<file path="config.mk">
export PLATFORM = sky130hd
export DESIGN_NAME = muldiv_unit
export DESIGN_NICKNAME = d
export VERILOG_FILES = /design/src/rtl/muldiv_unit.sv
export SDC_FILE = /design/constraint.sdc
export NUM_CORES = 1
export LEC_CHECK = 0
export CORE_ASPECT_RATIO = 1.2
export CORE_UTILIZATION = 40
export DETAILED_ROUTE_END_ITERATION = 7
export PLACE_DENSITY = 0.54
export RECOVER_POWER = 50
export SYNTH_ARGS = -nofsm -noshare
export SYNTH_HDL_FRONTEND = slang
export SYNTH_SLANG_ARGS = --single-unit
export TNS_END_PERCENT = 30
</file>
<file path="constraint.sdc">
create_clock -name clk -period 9.65 [get_ports clk]
set_input_delay 1.93 -clock clk [delete_from_list [all_inputs] [get_ports clk]]
set_output_delay 1.93 -clock clk [all_outputs]
set_load 0.01 [all_outputs]
</file>
<file path="src/rtl/muldiv_unit.sv">
// Iterative RV32M multiply/divide unit: radix-2 shift-add multiply and restoring
// divide over XLEN cycles, with single-cycle handling of divide-by-zero and overflow.
module muldiv_unit #(
  parameter int XLEN = 32
) (
  input  logic            clk,
  input  logic            reset_n,
  input  logic            start,
  input  logic            flush,
  input  logic [2:0]      funct3,
  input  logic [XLEN-1:0] rs1_data,
  input  logic [XLEN-1:0] rs2_data,
  output logic            stall,
  output logic            busy,
  output logic            done,
  output logic [XLEN-1:0] result
);

  localparam int CW = $clog2(XLEN);

  typedef enum logic [1:0] {IDLE, CALC, DONE} state_t;

  state_t              state;
  logic [CW-1:0]       count;
  logic                op_div;     // 1: DIV/DIVU/REM/REMU, 0: MUL family
  logic                op_alt;     // high half for multiply, remainder for divide
  logic                neg_res;
  logic                neg_rem;
  logic [XLEN-1:0]     operand;    // multiplicand, or divisor
  logic [2*XLEN-1:0]   acc;        // {hi, lo} product, or {remainder, quotient}

  // Decode of the incoming instruction, used only while accepting in IDLE.
  logic            in_div, in_alt, sign_a, sign_b, neg_a, neg_b;
  logic            div_by_zero, overflow;
  logic [XLEN-1:0] mag_a, mag_b;

  assign in_div      = funct3[2];
  assign in_alt      = in_div ? funct3[1] : (funct3[1:0] != 2'b00);
  assign sign_a      = in_div ? ~funct3[0] : (funct3[1:0] == 2'b01 || funct3[1:0] == 2'b10);
  assign sign_b      = in_div ? ~funct3[0] : (funct3[1:0] == 2'b01);
  assign neg_a       = sign_a & rs1_data[XLEN-1];
  assign neg_b       = sign_b & rs2_data[XLEN-1];
  assign mag_a       = neg_a ? -rs1_data : rs1_data;
  assign mag_b       = neg_b ? -rs2_data : rs2_data;
  assign div_by_zero = in_div && (rs2_data == '0);
  assign overflow    = in_div && !funct3[0] &&
                       (rs1_data == {1'b1, {(XLEN-1){1'b0}}}) && (rs2_data == '1);

  // One iteration step for each operation, plus sign-corrected final result.
  logic [XLEN:0]     mul_sum;
  logic [XLEN:0]     div_shift;
  logic [XLEN:0]     div_diff;
  logic [2*XLEN-1:0] acc_next;
  logic [2*XLEN-1:0] prod_fix;
  logic [XLEN-1:0]   quo_fix;
  logic [XLEN-1:0]   rem_fix;
  logic [XLEN-1:0]   final_res;

  // NOTE: every always_comb output gets a default first so no path leaves it
  // unassigned; otherwise synthesis infers a latch.
  always_comb begin
    mul_sum   = {1'b0, acc[2*XLEN-1:XLEN]} + (acc[0] ? {1'b0, operand} : {(XLEN+1){1'b0}});
    div_shift = {acc[2*XLEN-1:XLEN], acc[XLEN-1]};
    div_diff  = div_shift - {1'b0, operand};
    acc_next  = '0;
    if (op_div) begin
      if (div_diff[XLEN])
        acc_next = {div_shift[XLEN-1:0], acc[XLEN-2:0], 1'b0};
      else
        acc_next = {div_diff[XLEN-1:0], acc[XLEN-2:0], 1'b1};
    end else begin
      acc_next = {mul_sum, acc[XLEN-1:1]};
    end
    prod_fix  = neg_res ? -acc_next : acc_next;
    quo_fix   = neg_res ? -acc_next[XLEN-1:0] : acc_next[XLEN-1:0];
    rem_fix   = neg_rem ? -acc_next[2*XLEN-1:XLEN] : acc_next[2*XLEN-1:XLEN];
    final_res = '0;
    if (op_div)
      final_res = op_alt ? rem_fix : quo_fix;
    else
      final_res = op_alt ? prod_fix[2*XLEN-1:XLEN] : prod_fix[XLEN-1:0];
  end

  assign busy  = (state != IDLE);
  assign stall = ((state == IDLE) && start && !flush) || (state == CALC);

  // NOTE: sequential state uses non-blocking assignments so every register
  // samples pre-edge values regardless of statement order.
  always_ff @(posedge clk or negedge reset_n) begin
    // NOTE: the reset branch clears every register, including the accumulator,
    // so a reset mid-operation leaves nothing behind.
    if (!reset_n) begin
      state   <= IDLE;
      count   <= '0;
      op_div  <= 1'b0;
      op_alt  <= 1'b0;
      neg_res <= 1'b0;
      neg_rem <= 1'b0;
      operand <= '0;
      acc     <= '0;
      done    <= 1'b0;
      result  <= '0;
    end else begin
      done <= 1'b0;
      if (flush) begin
        state <= IDLE;
      end else begin
        unique case (state)
          IDLE: begin
            if (start) begin
              op_div  <= in_div;
              op_alt  <= in_alt;
              neg_res <= neg_a ^ neg_b;
              neg_rem <= neg_a;
              count   <= CW'(XLEN-1);
              if (div_by_zero) begin
                result <= in_alt ? rs1_data : '1;
                done   <= 1'b1;
                state  <= DONE;
              end else if (overflow) begin
                result <= in_alt ? '0 : rs1_data;
                done   <= 1'b1;
                state  <= DONE;
              end else begin
                operand <= in_div ? mag_b : mag_a;
                acc     <= in_div ? {{XLEN{1'b0}}, mag_a} : {{XLEN{1'b0}}, mag_b};
                state   <= CALC;
              end
            end
          end
          CALC: begin
            acc   <= acc_next;
            count <= count - 1'b1;
            if (count == '0) begin
              result <= final_res;
              done   <= 1'b1;
              state  <= DONE;
            end
          end
          DONE:    state <= IDLE;
          default: state <= IDLE;
        endcase
      end
    end
  end

endmodule

</file>
Word level (Yosys, flattened, before mapping)
Cells that the tools add are included.
- input port bits: 71
- bits in registers: 140
- word-level logic and storage cells: 100
- output and inout bits: 35
- mux-type cells: 41
- add/sub/neg operators: 8
- bitwise logic cells: 7
- reduce and logical (&&, ||, !) cells: 22
- equal/unequal tests: 12
- operators by type and width (cell ; count):
    two-way mux 32 bit ; 16
    two-way mux 64 bit ; 6
    negation 32 bit ; 4
    case mux 64 bit (2 select lines) ; 1
    == test 32 bit, second input constant ; 2
    negation 64 bit ; 1
    case mux 32 bit (2 select lines) ; 1
    adder 32 x 32 -> 33 bit ; 1
    subtractor 33 x 32 -> 33 bit ; 1
    zero test 32 bit ; 1
    AND reduction 5 bit ; 3
    two-way mux 2 bit ; 5
    case mux 5 bit (2 select lines) ; 1
    two-way mux 1 bit ; 8
    logical AND 1 bit ; 6
    inequality test 2 bit, second input constant ; 3
    inequality test 3 bit, second input constant ; 2
    AND reduction 3 bit ; 2
    nonzero test 2 bit ; 3
    zero test 5 bit ; 1
    two-way mux 5 bit ; 1
    subtractor 5 x 1 -> 5 bit, second input constant ; 1
    == test 2 x 1 -> 1 bit, second input constant ; 2
    inverter 1 bit ; 4
    other kinds (11) ; 14

Longest topological paths before layout
- depth in word-level cells: 10
- gate-level depth with buffers: 27

Worst setup path before layout
Ideal clock, no wire load.
- kind: flip-flop to flip-flop
- start point: register acc[31]
- end point: register result[12]
- slack: 4.220 ns
- arrival time: 5.335 ns
- library setup time: 0.095 ns
- cell stages (with the launch flop): 28
- path through: dfrtp_1 -> inv_1 -> ha_1 -> fa_1 -> nand2b_1 -> a211oi_2 -> nor2_2 -> o311a_4 -> o21a_4 -> xnor2_4 -> buf_4 -> buf_6 -> buf_2 -> mux2i_1 -> ha_1 -> o21ai_0 -> nor3_1 -> nand3_1 -> or3_1 -> clkbuf_1 -> and2_1 -> clkbuf_1 -> nor2_1 -> a31oi_1 -> xnor2_1 -> a21oi_1 -> nor2_1 -> o31ai_1
- word-level cells in the longest chain between the ends: 9
- elaborated cells on any way between the ends: 14
- ends and longest elaborated chain (item ; line ; source):
    from (decl) ; 30 ; logic [2*XLEN-1:0] acc;
    from (signal assigned) ; 126 ; acc <= in_div ? {{XLEN{1'b0}}, mag_a} : {{XLEN{1'b0}}, mag_b};
    from (signal assigned) ; 132 ; acc <= acc_next;
    subtractor 33 x 32 -> 33 bit ; 64 ; div_diff = div_shift - {1'b0, operand};
    two-way mux 64 bit ; 67 ; if (div_diff[XLEN])
    two-way mux 64 bit * ; 66 ; if (op_div) begin
    negation 64 bit, or another cell as far along ; 74 ; prod_fix = neg_res ? -acc_next : acc_next;
    two-way mux 64 bit, or another cell as far along ; 74 ;
    two-way mux 32 bit (on tied branches) ; 81, 79 ;
    two-way mux 32 bit * ; 78 ; if (op_div)
    two-way mux 32 bit * ; 134 ; if (count == '0) begin
    case mux 32 bit (2 select lines) * ; 108 ; unique case (state)
    to (signal assigned) ; 117 ; result <= in_alt ? rs1_data : '1;
    to (signal assigned) ; 121 ; result <= in_alt ? '0 : rs1_data;
    to (signal assigned) ; 135 ; result <= final_res;
    to (decl) ; 16 ; output logic [XLEN-1:0] result
Mark *: on every way between the ends. The rest lies on a longest branch, timed or not. The select of a mux whose other input is x is not followed.
A chain may end at the register's enable or synchronous reset.

==> out/results.tsv <==
metric	value	unit
PortBufs	105	
drt pass-1 iters	5	
Routed WL per cell	24.3	µm
WP data arrival	5.60	ns
commonest non-fill, non-tap cell in the layout	nand2_1	
Slew headroom	-255	%
CP endpoint kind	async pin	
clock buffer count from CTS	17	
CP Depth	1	
Post-synth ARST share	100	%
Clock Sinks	140	
root buf cell	clkbuf_16	
sequential element share of the synthesized area	22.4	%
Tot Pwr	5.33	mW
Leakage Power	7.10	nW
vias in the first global route	15800	
first-pass GRT wire length	98.1	mm
CTS H-tree depth	4	
endpoints failing setup	0	
max cap viols	3	
Worst-path clk slew	0.06	ns
Worst Hold Class	register to register	
share of cells above drive strength 1	4.79	%
minimum clock period	7.09	ns
Layout Utilization	45.9	%
Post-Layout Cell Count	2692	
Synthesis Warnings	0	
Syn Nets	2288	
crit-path max cell delay	3.63	ns
worst reg-to-reg path cell count	22	
Power per Cell Area	305	mW/mm²
Top FF cell, synth	dfrtp_1	
nets	2305	
GR Overflow Total	0	
hold buffer count at CTS	0	
Max VDD drop	0.148	mV
count of different cell masters after synthesis	92	
setup TNS	0	ns
required time of the critical path	8.15	ns
Routed WL	65.5	mm
gpl congestion	1.01	
# DRC	0	
Via density	6.08	
CP max stage cell	clkbuf_1	
worst hold path depth	2	
commonest cells after routing, fill and taps aside	nand2_1, nor2_1, a21oi_1	
CP top delay family	buffers and inverters	
CTS tree	yes	
# fillers	3992	
Syn Area/Cell	7.30	µm²
CTS Buffer Depth	2	
Die Wd	182	µm
Final ANT Viol Nets	0	
Clock Latency Late Sink	0.45	ns
area of the core	0.0382	mm²
HPWL Detailed	51.8	mm
WHS	0.483	ns
crit-path max FO	86	
Worst setup SP type	primary input	
RSZ-0062 raised after global routing	false	
Total GRT Usage	33.0	%
worst-path cell chain	clkbuf_1	
Buf/Inv on CP	1	
Final Max Slew Viols	169	
status	finished, violations left	
post-CTS repair timing setup buffer count	0	
synthesized cell area	0.0156	mm²
failing checks	max-capacitance violations, max-slew violations	
initial DRC count	1590	
critical path class	primary input to async pin	
Initial Utilization	41.0	%
final period utilization	73.5	%
io pins	106	
Post-Synthesis Cells	2142	
DIE AREA	0.0399	mm²
max frequency	141	MHz
Final Skew	0.0106	ns
Worst-Margin Slew	5.32	ns
initial antenna violation count	3	
area growth from synthesis to layout	12.0	%
EDFF count, synth	0	
number of antenna diodes	0	
post-CTS resize count	0	
endpoints failing hold	0	
row count	78	
Die H	219	µm
largest net degree at the start of global routing	110	
Seq cells post-synth	140	
# placed instances	2660	
routed via count	16400	
==> registers in the layout, indices dropped and copies added (netlist names) <==
register  flops
state         2
op_alt        1
result       32
acc          64
count         5
neg_res       1
done          1
operand      32
neg_rem       1
op_div        1
==> through the flow <==
step	setup WS, ns	cell area, µm²
2_1_floorplan	4.22	15600
6_report	2.56	17500
5_1_grt	1.71	17500
3_5_place_dp	2.92	17000
3_3_place_gp	2.97	17000
4_1_cts	3.39	17500
==> where the power goes <==
part	total [mW]	switching, mW	internal [mW]	leakage, nW
sequential	0.915	0.197	0.719	1.73
clock	0.649	0.281	0.369	0.264
combinational	3.76	2.47	1.30	5.11
total	5.33	2.95	2.38	7.10
==> synthesized netlist by cell type, drive strengths merged, types with 8 or more instances <==
cell,n,area (µm²)
a211oi,21,173
a21o,23,173
a21oi,220,1120
a221oi,12,105
a22o,23,201
a31oi,30,188
and2,42,263
and3,18,113
and4,8,70.1
buf,37,203
clkbuf,90,338
dfrtp,140,3500
ha,73,913
inv,73,274
mux2i,57,571
nand2,269,1010
nand2b,19,119
nand3,43,215
nand4,32,243
nor2,229,862
nor2b,13,81.3
nor3,47,257
nor3b,8,60.1
nor4,18,164
nor4b,10,93.8
o211ai,22,165
o21a,14,113
o21ai,213,1070
o22ai,11,68.8
o31ai,24,185
o41ai,13,144
or2,8,50.1
or3,10,62.6
xnor2,102,920
xor2,79,692
==> path summary, 6_finish.rpt <==
check                                      start  slack, ns                endpoint
setup reg to reg             acc[31]$_DFFE_PN0P_       3.64  result[12]$_DFFE_PN0P_
hold / removal             result[5]$_DFFE_PN0P_       0.48   result[5]$_DFFE_PN0P_
min in group asynchronous                reset_n       3.39    count[3]$_DFFE_PN0P_
hold reg to reg            result[5]$_DFFE_PN0P_       0.48   result[5]$_DFFE_PN0P_
setup / recovery                         reset_n       2.56      op_div$_DFFE_PN0P_
max in group clk                     rs1_data[0]       3.36   result[9]$_DFFE_PN0P_
==> layer usage <==
layer	routed length, µm	global-route usage (%)	share of wire, %
met4	4420	20.8	6.8
met3	3030	4.23	4.6
met5	28	0	0.043
met2	31300	56.3	48
met1	26700	39.2	41
==> cell type report <==
| type | instances | area (µm²) | share of cell area, % |
|---|---|---|---|
| clock buffers | 23 | 468 | 2.67 |
| clock inverters | 9 | 88.8 | 0.508 |
| inverters | 73 | 274 | 1.57 |
| multi-input cells | 1802 | 11300 | 64.7 |
| flip-flops and latches | 140 | 3510 | 20.0 |
| well taps | 520 | 651 | 3.72 |
| repair buffers | 125 | 1190 | 6.78 |
==> logic make-up (layout without fill, tap and decap cells) <==
| kind of cell | Yosys count | after routing | synth area share [%] |
|---|---|---|---|
| and+or+nand+nor | 784 | 784 | 23.9 |
| AOI/OAI and AO/OA | 698 | 698 | 27.8 |
| buffers and inverters | 200 | 230 | 5.21 |
| xor gates and xnor gates | 181 | 181 | 10.3 |
| DFF | 140 | 140 | 22.4 |
| adders and majority gates | 75 | 75 | 6.10 |
| muxes | 64 | 64 | 4.18 |
Power figures use the tool's default switching activity.
